## config.mk

```make
export PLATFORM = sky130hd
export DESIGN_NAME = risc_core_param
export DESIGN_NICKNAME = d
export VERILOG_FILES = /design/src/rtl/risc_core_param.sv
export SDC_FILE = /design/constraint.sdc
export NUM_CORES = 1
export LEC_CHECK = 0
export CAP_MARGIN = 25
export CORE_UTILIZATION = 30
export CTS_BUF_LIST = sky130_fd_sc_hd__clkbuf_2 sky130_fd_sc_hd__clkbuf_4 sky130_fd_sc_hd__clkbuf_8
export DETAILED_ROUTE_END_ITERATION = 10
export PLACE_DENSITY = 0.54
export SYNTH_ARGS = -nofsm -noshare
export SYNTH_HDL_FRONTEND = slang
export SYNTH_SLANG_ARGS = --single-unit
```

## constraint.sdc

```tcl
create_clock -name clk -period 4.86 [get_ports clk]
set_input_delay 0.972 -clock clk [delete_from_list [all_inputs] [get_ports clk]]
set_output_delay 0.972 -clock clk [all_outputs]
set_load 0.05 [all_outputs]
```

## src/rtl/risc_core_param.sv

```systemverilog
// Multi-cycle parameterised RISC core: FETCH/DECODE/EXEC/MEM/HALT over a single req/rdy memory port.
// Define RISC_CORE_IRQ_EN to add a level interrupt input with RETI (opcode E) support.
module risc_core_param #(
   parameter int unsigned   DW       = 16,
   parameter int unsigned   RW       = 3,
   parameter logic [DW-1:0] RESET_PC = '0,
   parameter logic [DW-1:0] IRQ_VEC  = DW'(16'h0010)
) (
   input  logic          clk,
   input  logic          reset,
`ifdef RISC_CORE_IRQ_EN
   input  logic          irq,
`endif
   output logic          mem_req,
   output logic          mem_we,
   output logic [DW-1:0] Address,
   output logic [DW-1:0] D_out,
   input  logic [DW-1:0] D_in,
   input  logic          mem_rdy,
   output logic [7:0]    Status
);

   localparam int unsigned   NumRegs = 2 ** RW;
   localparam logic [DW-1:0] One     = 1;

   localparam logic [3:0] OpAdd  = 4'h1;
   localparam logic [3:0] OpSub  = 4'h2;
   localparam logic [3:0] OpAnd  = 4'h3;
   localparam logic [3:0] OpOr   = 4'h4;
   localparam logic [3:0] OpXor  = 4'h5;
   localparam logic [3:0] OpInc  = 4'h6;
   localparam logic [3:0] OpLd   = 4'h7;
   localparam logic [3:0] OpSt   = 4'h8;
   localparam logic [3:0] OpLdi  = 4'h9;
   localparam logic [3:0] OpJmp  = 4'hA;
   localparam logic [3:0] OpJz   = 4'hB;
   localparam logic [3:0] OpJn   = 4'hC;
   localparam logic [3:0] OpJc   = 4'hD;
`ifdef RISC_CORE_IRQ_EN
   localparam logic [3:0] OpReti = 4'hE;
`endif
   localparam logic [3:0] OpHalt = 4'hF;

   typedef enum logic [2:0] {
      StFetch  = 3'd0,
      StDecode = 3'd1,
      StExec   = 3'd2,
      StMem    = 3'd3,
      StHalt   = 3'd4
   } state_e;

   state_e        state_q, state_d;
   logic [DW-1:0] pc_q, pc_d;
   logic [DW-1:0] ir_q, ir_d;
   logic [DW-1:0] a_q, a_d;
   logic [DW-1:0] b_q, b_d;
   logic          c_q, c_d, n_q, n_d, z_q, z_d;
   logic          req_q, req_d, we_q, we_d;
   logic [DW-1:0] addr_q, addr_d;
   logic [DW-1:0] dout_q, dout_d;
   logic [DW-1:0] rf_q [NumRegs];
`ifdef RISC_CORE_IRQ_EN
   logic [DW-1:0] epc_q, epc_d;
   logic          in_isr_q, in_isr_d;
`endif

   logic          rf_we;
   logic [RW-1:0] rf_waddr;
   logic [DW-1:0] rf_wdata;
   logic [DW:0]   alu;
   logic          alu_op;
   logic          start_fetch;

   logic [3:0]    op_f;
   logic [RW-1:0] w_f, r_f, s_f;

   assign op_f = ir_q[DW-1:DW-4];
   assign w_f  = ir_q[3*RW-1:2*RW];
   assign r_f  = ir_q[2*RW-1:RW];
   assign s_f  = ir_q[RW-1:0];

   if (DW > 4 + 3 * RW) begin : g_pad
      logic unused_ir;
      assign unused_ir = ^ir_q[DW-5:3*RW];
   end

   always_comb begin
      state_d     = state_q;
      pc_d        = pc_q;
      ir_d        = ir_q;
      a_d         = a_q;
      b_d         = b_q;
      c_d         = c_q;
      n_d         = n_q;
      z_d         = z_q;
      req_d       = req_q;
      we_d        = we_q;
      addr_d      = addr_q;
      dout_d      = dout_q;
      rf_we       = 1'b0;
      rf_waddr    = w_f;
      rf_wdata    = '0;
      alu         = '0;
      alu_op      = 1'b0;
      start_fetch = 1'b0;
`ifdef RISC_CORE_IRQ_EN
      epc_d       = epc_q;
      in_isr_d    = in_isr_q;
`endif
      unique case (state_q)
         StFetch: begin
            // Right after reset no request is outstanding yet; issue it now.
            if (!req_q) begin
               start_fetch = 1'b1;
            end else if (mem_rdy) begin
               ir_d    = D_in;
               pc_d    = pc_q + One;
               req_d   = 1'b0;
               state_d = StDecode;
            end
         end
         StDecode: begin
            a_d     = rf_q[r_f];
            b_d     = rf_q[s_f];
            state_d = StExec;
         end
         StExec: begin
            start_fetch = 1'b1;
            case (op_f)
               OpAdd: begin alu = {1'b0, a_q} + {1'b0, b_q}; alu_op = 1'b1; end
               OpSub: begin alu = {1'b0, a_q} - {1'b0, b_q}; alu_op = 1'b1; end
               OpAnd: begin alu = {1'b0, a_q & b_q}; alu_op = 1'b1; end
               OpOr:  begin alu = {1'b0, a_q | b_q}; alu_op = 1'b1; end
               OpXor: begin alu = {1'b0, a_q ^ b_q}; alu_op = 1'b1; end
               OpInc: begin alu = {1'b0, a_q} + {{DW{1'b0}}, 1'b1}; alu_op = 1'b1; end
               OpLd, OpSt, OpLdi: begin
                  start_fetch = 1'b0;
                  state_d     = StMem;
                  req_d       = 1'b1;
                  we_d        = (op_f == OpSt);
                  addr_d      = (op_f == OpLdi) ? pc_q : a_q;
                  if (op_f == OpSt) dout_d = b_q;
               end
               OpJmp: pc_d = a_q;
               OpJz:  if (z_q) pc_d = a_q;
               OpJn:  if (n_q) pc_d = a_q;
               OpJc:  if (c_q) pc_d = a_q;
`ifdef RISC_CORE_IRQ_EN
               OpReti: begin
                  pc_d     = epc_q;
                  in_isr_d = 1'b0;
               end
`endif
               OpHalt: begin
                  start_fetch = 1'b0;
                  state_d     = StHalt;
               end
               default: ;
            endcase
            if (alu_op) begin
               rf_we    = 1'b1;
               rf_wdata = alu[DW-1:0];
               c_d      = alu[DW];
               n_d      = alu[DW-1];
               z_d      = (alu[DW-1:0] == '0);
            end
         end
         StMem: begin
            if (mem_rdy) begin
               req_d       = 1'b0;
               we_d        = 1'b0;
               start_fetch = 1'b1;
               if (op_f != OpSt) begin
                  rf_we    = 1'b1;
                  rf_wdata = D_in;
               end
               if (op_f == OpLdi) pc_d = pc_q + One;
            end
         end
         StHalt: ;
         default: state_d = StHalt;
      endcase

      if (start_fetch) begin
         state_d = StFetch;
         req_d   = 1'b1;
         we_d    = 1'b0;
         addr_d  = pc_d;
`ifdef RISC_CORE_IRQ_EN
         if (irq && !in_isr_q) begin
            epc_d    = pc_d;
            pc_d     = IRQ_VEC;
            in_isr_d = 1'b1;
            addr_d   = IRQ_VEC;
         end
`endif
      end
   end

   always_ff @(posedge clk or negedge reset) begin
      if (!reset) begin
         state_q <= StFetch;
         pc_q    <= RESET_PC;
         ir_q    <= '0;
         a_q     <= '0;
         b_q     <= '0;
         c_q     <= 1'b0;
         n_q     <= 1'b0;
         z_q     <= 1'b0;
         req_q   <= 1'b0;
         we_q    <= 1'b0;
         addr_q  <= RESET_PC;
         dout_q  <= '0;
         for (int i = 0; i < NumRegs; i++) rf_q[i] <= '0;
`ifdef RISC_CORE_IRQ_EN
         epc_q    <= '0;
         in_isr_q <= 1'b0;
`endif
      end else begin
         state_q <= state_d;
         pc_q    <= pc_d;
         ir_q    <= ir_d;
         a_q     <= a_d;
         b_q     <= b_d;
         c_q     <= c_d;
         n_q     <= n_d;
         z_q     <= z_d;
         req_q   <= req_d;
         we_q    <= we_d;
         addr_q  <= addr_d;
         dout_q  <= dout_d;
         if (rf_we) rf_q[rf_waddr] <= rf_wdata;
`ifdef RISC_CORE_IRQ_EN
         epc_q    <= epc_d;
         in_isr_q <= in_isr_d;
`endif
      end
   end

   assign mem_req = req_q;
   assign mem_we  = we_q;
   assign Address = addr_q;
   assign D_out   = dout_q;
   assign Status  = {state_q == StHalt, state_q, 1'b0, c_q, n_q, z_q};

endmodule

```

==> results.json <==
{
  "ctsHoldBuffers": 0,
  "fin_area_mm2": 0.0155,
  "die_x_um": 213,
  "ant_nets": 0,
  "nets": 1488,
  "area_growth_pct": 15.8,
  "peakVddDrop_mv": 0.279,
  "synth_nets": 1446,
  "cts_tree": "built",
  "required_ns": 5.27,
  "maxSlewHeadroom_pct": 43.3,
  "arrival_ns": 4.72,
  "synthArstFlopShare_pct": 100,
  "yosys-top-cells-count": "dfrtp_1 (229), nor2_1 (161), nand2_1 (147)",
  "leakagePower_nw": 6.49,
  "clk_path_buf_depth": 3,
  "synth.most_common_cell": "dfrtp_1",
  "hold_ws_ns": 0.373,
  "ys.flop_type": "dfrtp_1",
  "yosysUniqueCellTypes": 75,
  "p_per_area_mw_per_mm2": 775,
  "antenna_found_initial": 0,
  "synth_edf_count": 0,
  "synth_top_area_share_pct": 42.8,
  "slowest_delay_ns": 0.64,
  "drt-initial-drc-count": 813,
  "hpwlAfterDp_mm": 28.8,
  "fmax_mhz": 232,
  "rows": 77,
  "initial_core_util_pct": 30.4,
  "vias": 10800,
  "overflow": 0,
  "grt_max_degree": 100,
  "clk_latency_ns": 0.59,
  "remaining_drc_errors": 0,
  "drive_above_1_share_pct": 15.2,
  "avgSynthCellArea_um2": 9.76,
  "tightest_slew_ns": 0.850,
  "cpMaxStageDelayCell": "nand4bb_1",
  "worstSetupPathType": "flip-flop to flip-flop",
  "layout_min_cycle_time_ns": 4.30,
  "place_area_mm2": 0.0147,
  "netlist_top_cells_area": "dfrtp_1 (43%), mux4_2 (11%), a21oi_1 (5.2%)",
  "die_y_um": 213,
  "fin_tns_setup_ns": 0,
  "wl_per_cell_um": 20.3,
  "grt_pass1_vias": 10600,
  "slew_violations": 0,
  "yosysSeqAreaShare_pct": 42.8,
  "cp_max_fo": 29,
  "startpoint_type": "flip-flop",
  "finalHoldViolCount": 0,
  "finalClockSkew_ns": 0.0355,
  "drt_pass1_iterations": 5,
  "grt_pass1_wl_mm": 64.4,
  "finalCritPeriodShare_pct": 88.6,
  "worst_path_most_repeated_cell": "o21ai_0",
  "cts_setup_buffers": 0,
  "h-tree-depth": 2,
  "netlist_area_mm2": 0.0134,
  "routed_wl_mm": 41.3,
  "finalSetupViolations": 0,
  "syn_inst": 1373,
  "ff_latch_area_mm2": 0.00573,
  "port_buffers": 59,
  "place_congestion": 0.911,
  "n_fill_cell": 4544,
  "max-cap-violations": 0,
  "cp-end-kind": "flip-flop",
  "yosys_warnings": 0,
  "rsz0062_at_grt": "false",
  "die-area_mm2": 0.0455,
  "synth_area_leader_cell": "dfrtp_1",
  "clkTransAtPathRegs_ns": 0.07,
  "post_cts_resized": 0,
  "core_mm2": 0.0441,
  "yosys_register_bits": 229,
  "ios": 61,
  "root_buffer": "clkbuf_8",
  "grt_usage_pct": 18.7,
  "multi_input_area_mm2": 0.00712,
  "status": "finished, final reports clean",
  "drt-vias-per-instance": 5.31,
  "hp-class": "primary input to async pin",
  "crit_chain": "buf_4 > nand4bb_1 > nand3_1 > o21ai_0 > ha_1 > a21oi_1 > o21ai_0 > a21oi_1 > o21ai_0 > xor2_1 > a21oi_1 > a2bb2oi_1 > o21ai_0",
  "clkSinkCount": 229,
  "antenna_cells": 0,
  "cts_buffers": 41
}
## cell families after synthesis
kind of cell,after synthesis,synth area share (%)
simple gates,422,14.4
compound gates,400,17.9
flops,229,42.8
buf+inv,142,4.49
mux,113,14.5
fa+ha+maj,54,5.10
xor+xnor,12,0.784
other cells,1,0.0280
## through the flow
step                      total power [mW]  utilization [%]  setup WS (ns)  cells
after floorplan                       8.16                -          0.941   1373
after global placement                10.0             33.2          0.483   1963
after detailed placement              10.1             33.2          0.493   1964
after CTS                             12.1             35.2          0.472   2035
after global routing                  12.9             35.2          0.169   2035
final                                 12.0             35.2          0.556   2035
## state kept, by name, indices dropped and copies added, names as in the netlist
signal / flops
Address: 16
a_q: 16
ir_q: 13
b_q: 16
n_q: 1
mem_we: 1
state_q: 3
rf_q: 128
mem_req: 1
z_q: 1
pc_q: 16
D_out: 16
c_q: 1
## area by class of cell
class                   instances  share of cell area (%)
clock inverters                 9                   0.427
flip-flops and latches        229                    36.9
well taps                     592                    4.77
multi-input cells            1002                    45.9
repair buffers                 97                    5.89
clock buffers                  62                    5.01
inverters                      44                    1.06
## report_power, final
part	total (mW)	switching (mW)	internal [mW]
clock network	1.88	0.846	1.03
logic	6.45	3.73	2.73
registers	3.70	1.02	2.68
total	12.0	5.60	6.43
## per-layer routing
metal | wire [um] | global-route usage, % | vias up
met1 | 19000 | 26.3 | 5346
met2 | 19000 | 29.7 | 304
li1 | - | - | 5082
met4 | 907 | 5.25 | 0
met5 | 0 | 0 | -
met3 | 2310 | 2.93 | 68
## path summary, 6_finish.rpt
| path | to | slack, ns | start | cells past startpoint |
|---|---|---|---|---|
| min in group clk | D_out[15] | 0.48 | D_out[15] | 2 |
| max in group asynchronous | ir_q[8] | 3.34 | reset | 2 |
| min | D_out[0] | 0.37 | reset | 1 |
| max reg2reg | rf_q[43] | 0.56 | ir_q[12] | 13 |
| max | rf_q[43] | 0.56 | ir_q[12] | 13 |
| min reg2reg | D_out[15] | 0.48 | D_out[15] | 2 |
## worst max-delay path, delay by kind of cell (launching register included)
kind            cells  cell delay [ns]
compound gates      8             2.09
xor+xnor            1             0.16
fa+ha+maj           1             0.35
buf+inv             1             0.22
flops               1             0.37
simple gates        2             0.90
## cell usage in the layout (no fill, tap or decap), types with 44 or more instances in the layout
cell type	Yosys	routed
clkdlybuf4s50_1	0	58
ha_1	53	53
nand2_1	147	147
a21oi_1	140	140
mux4_2	64	64
nor2_1	161	159
inv_1	44	44
dfrtp_1	229	227
clkbuf_8	0	50
o21ai_0	134	134
Note: power is estimated with default switching activity, not from simulation.
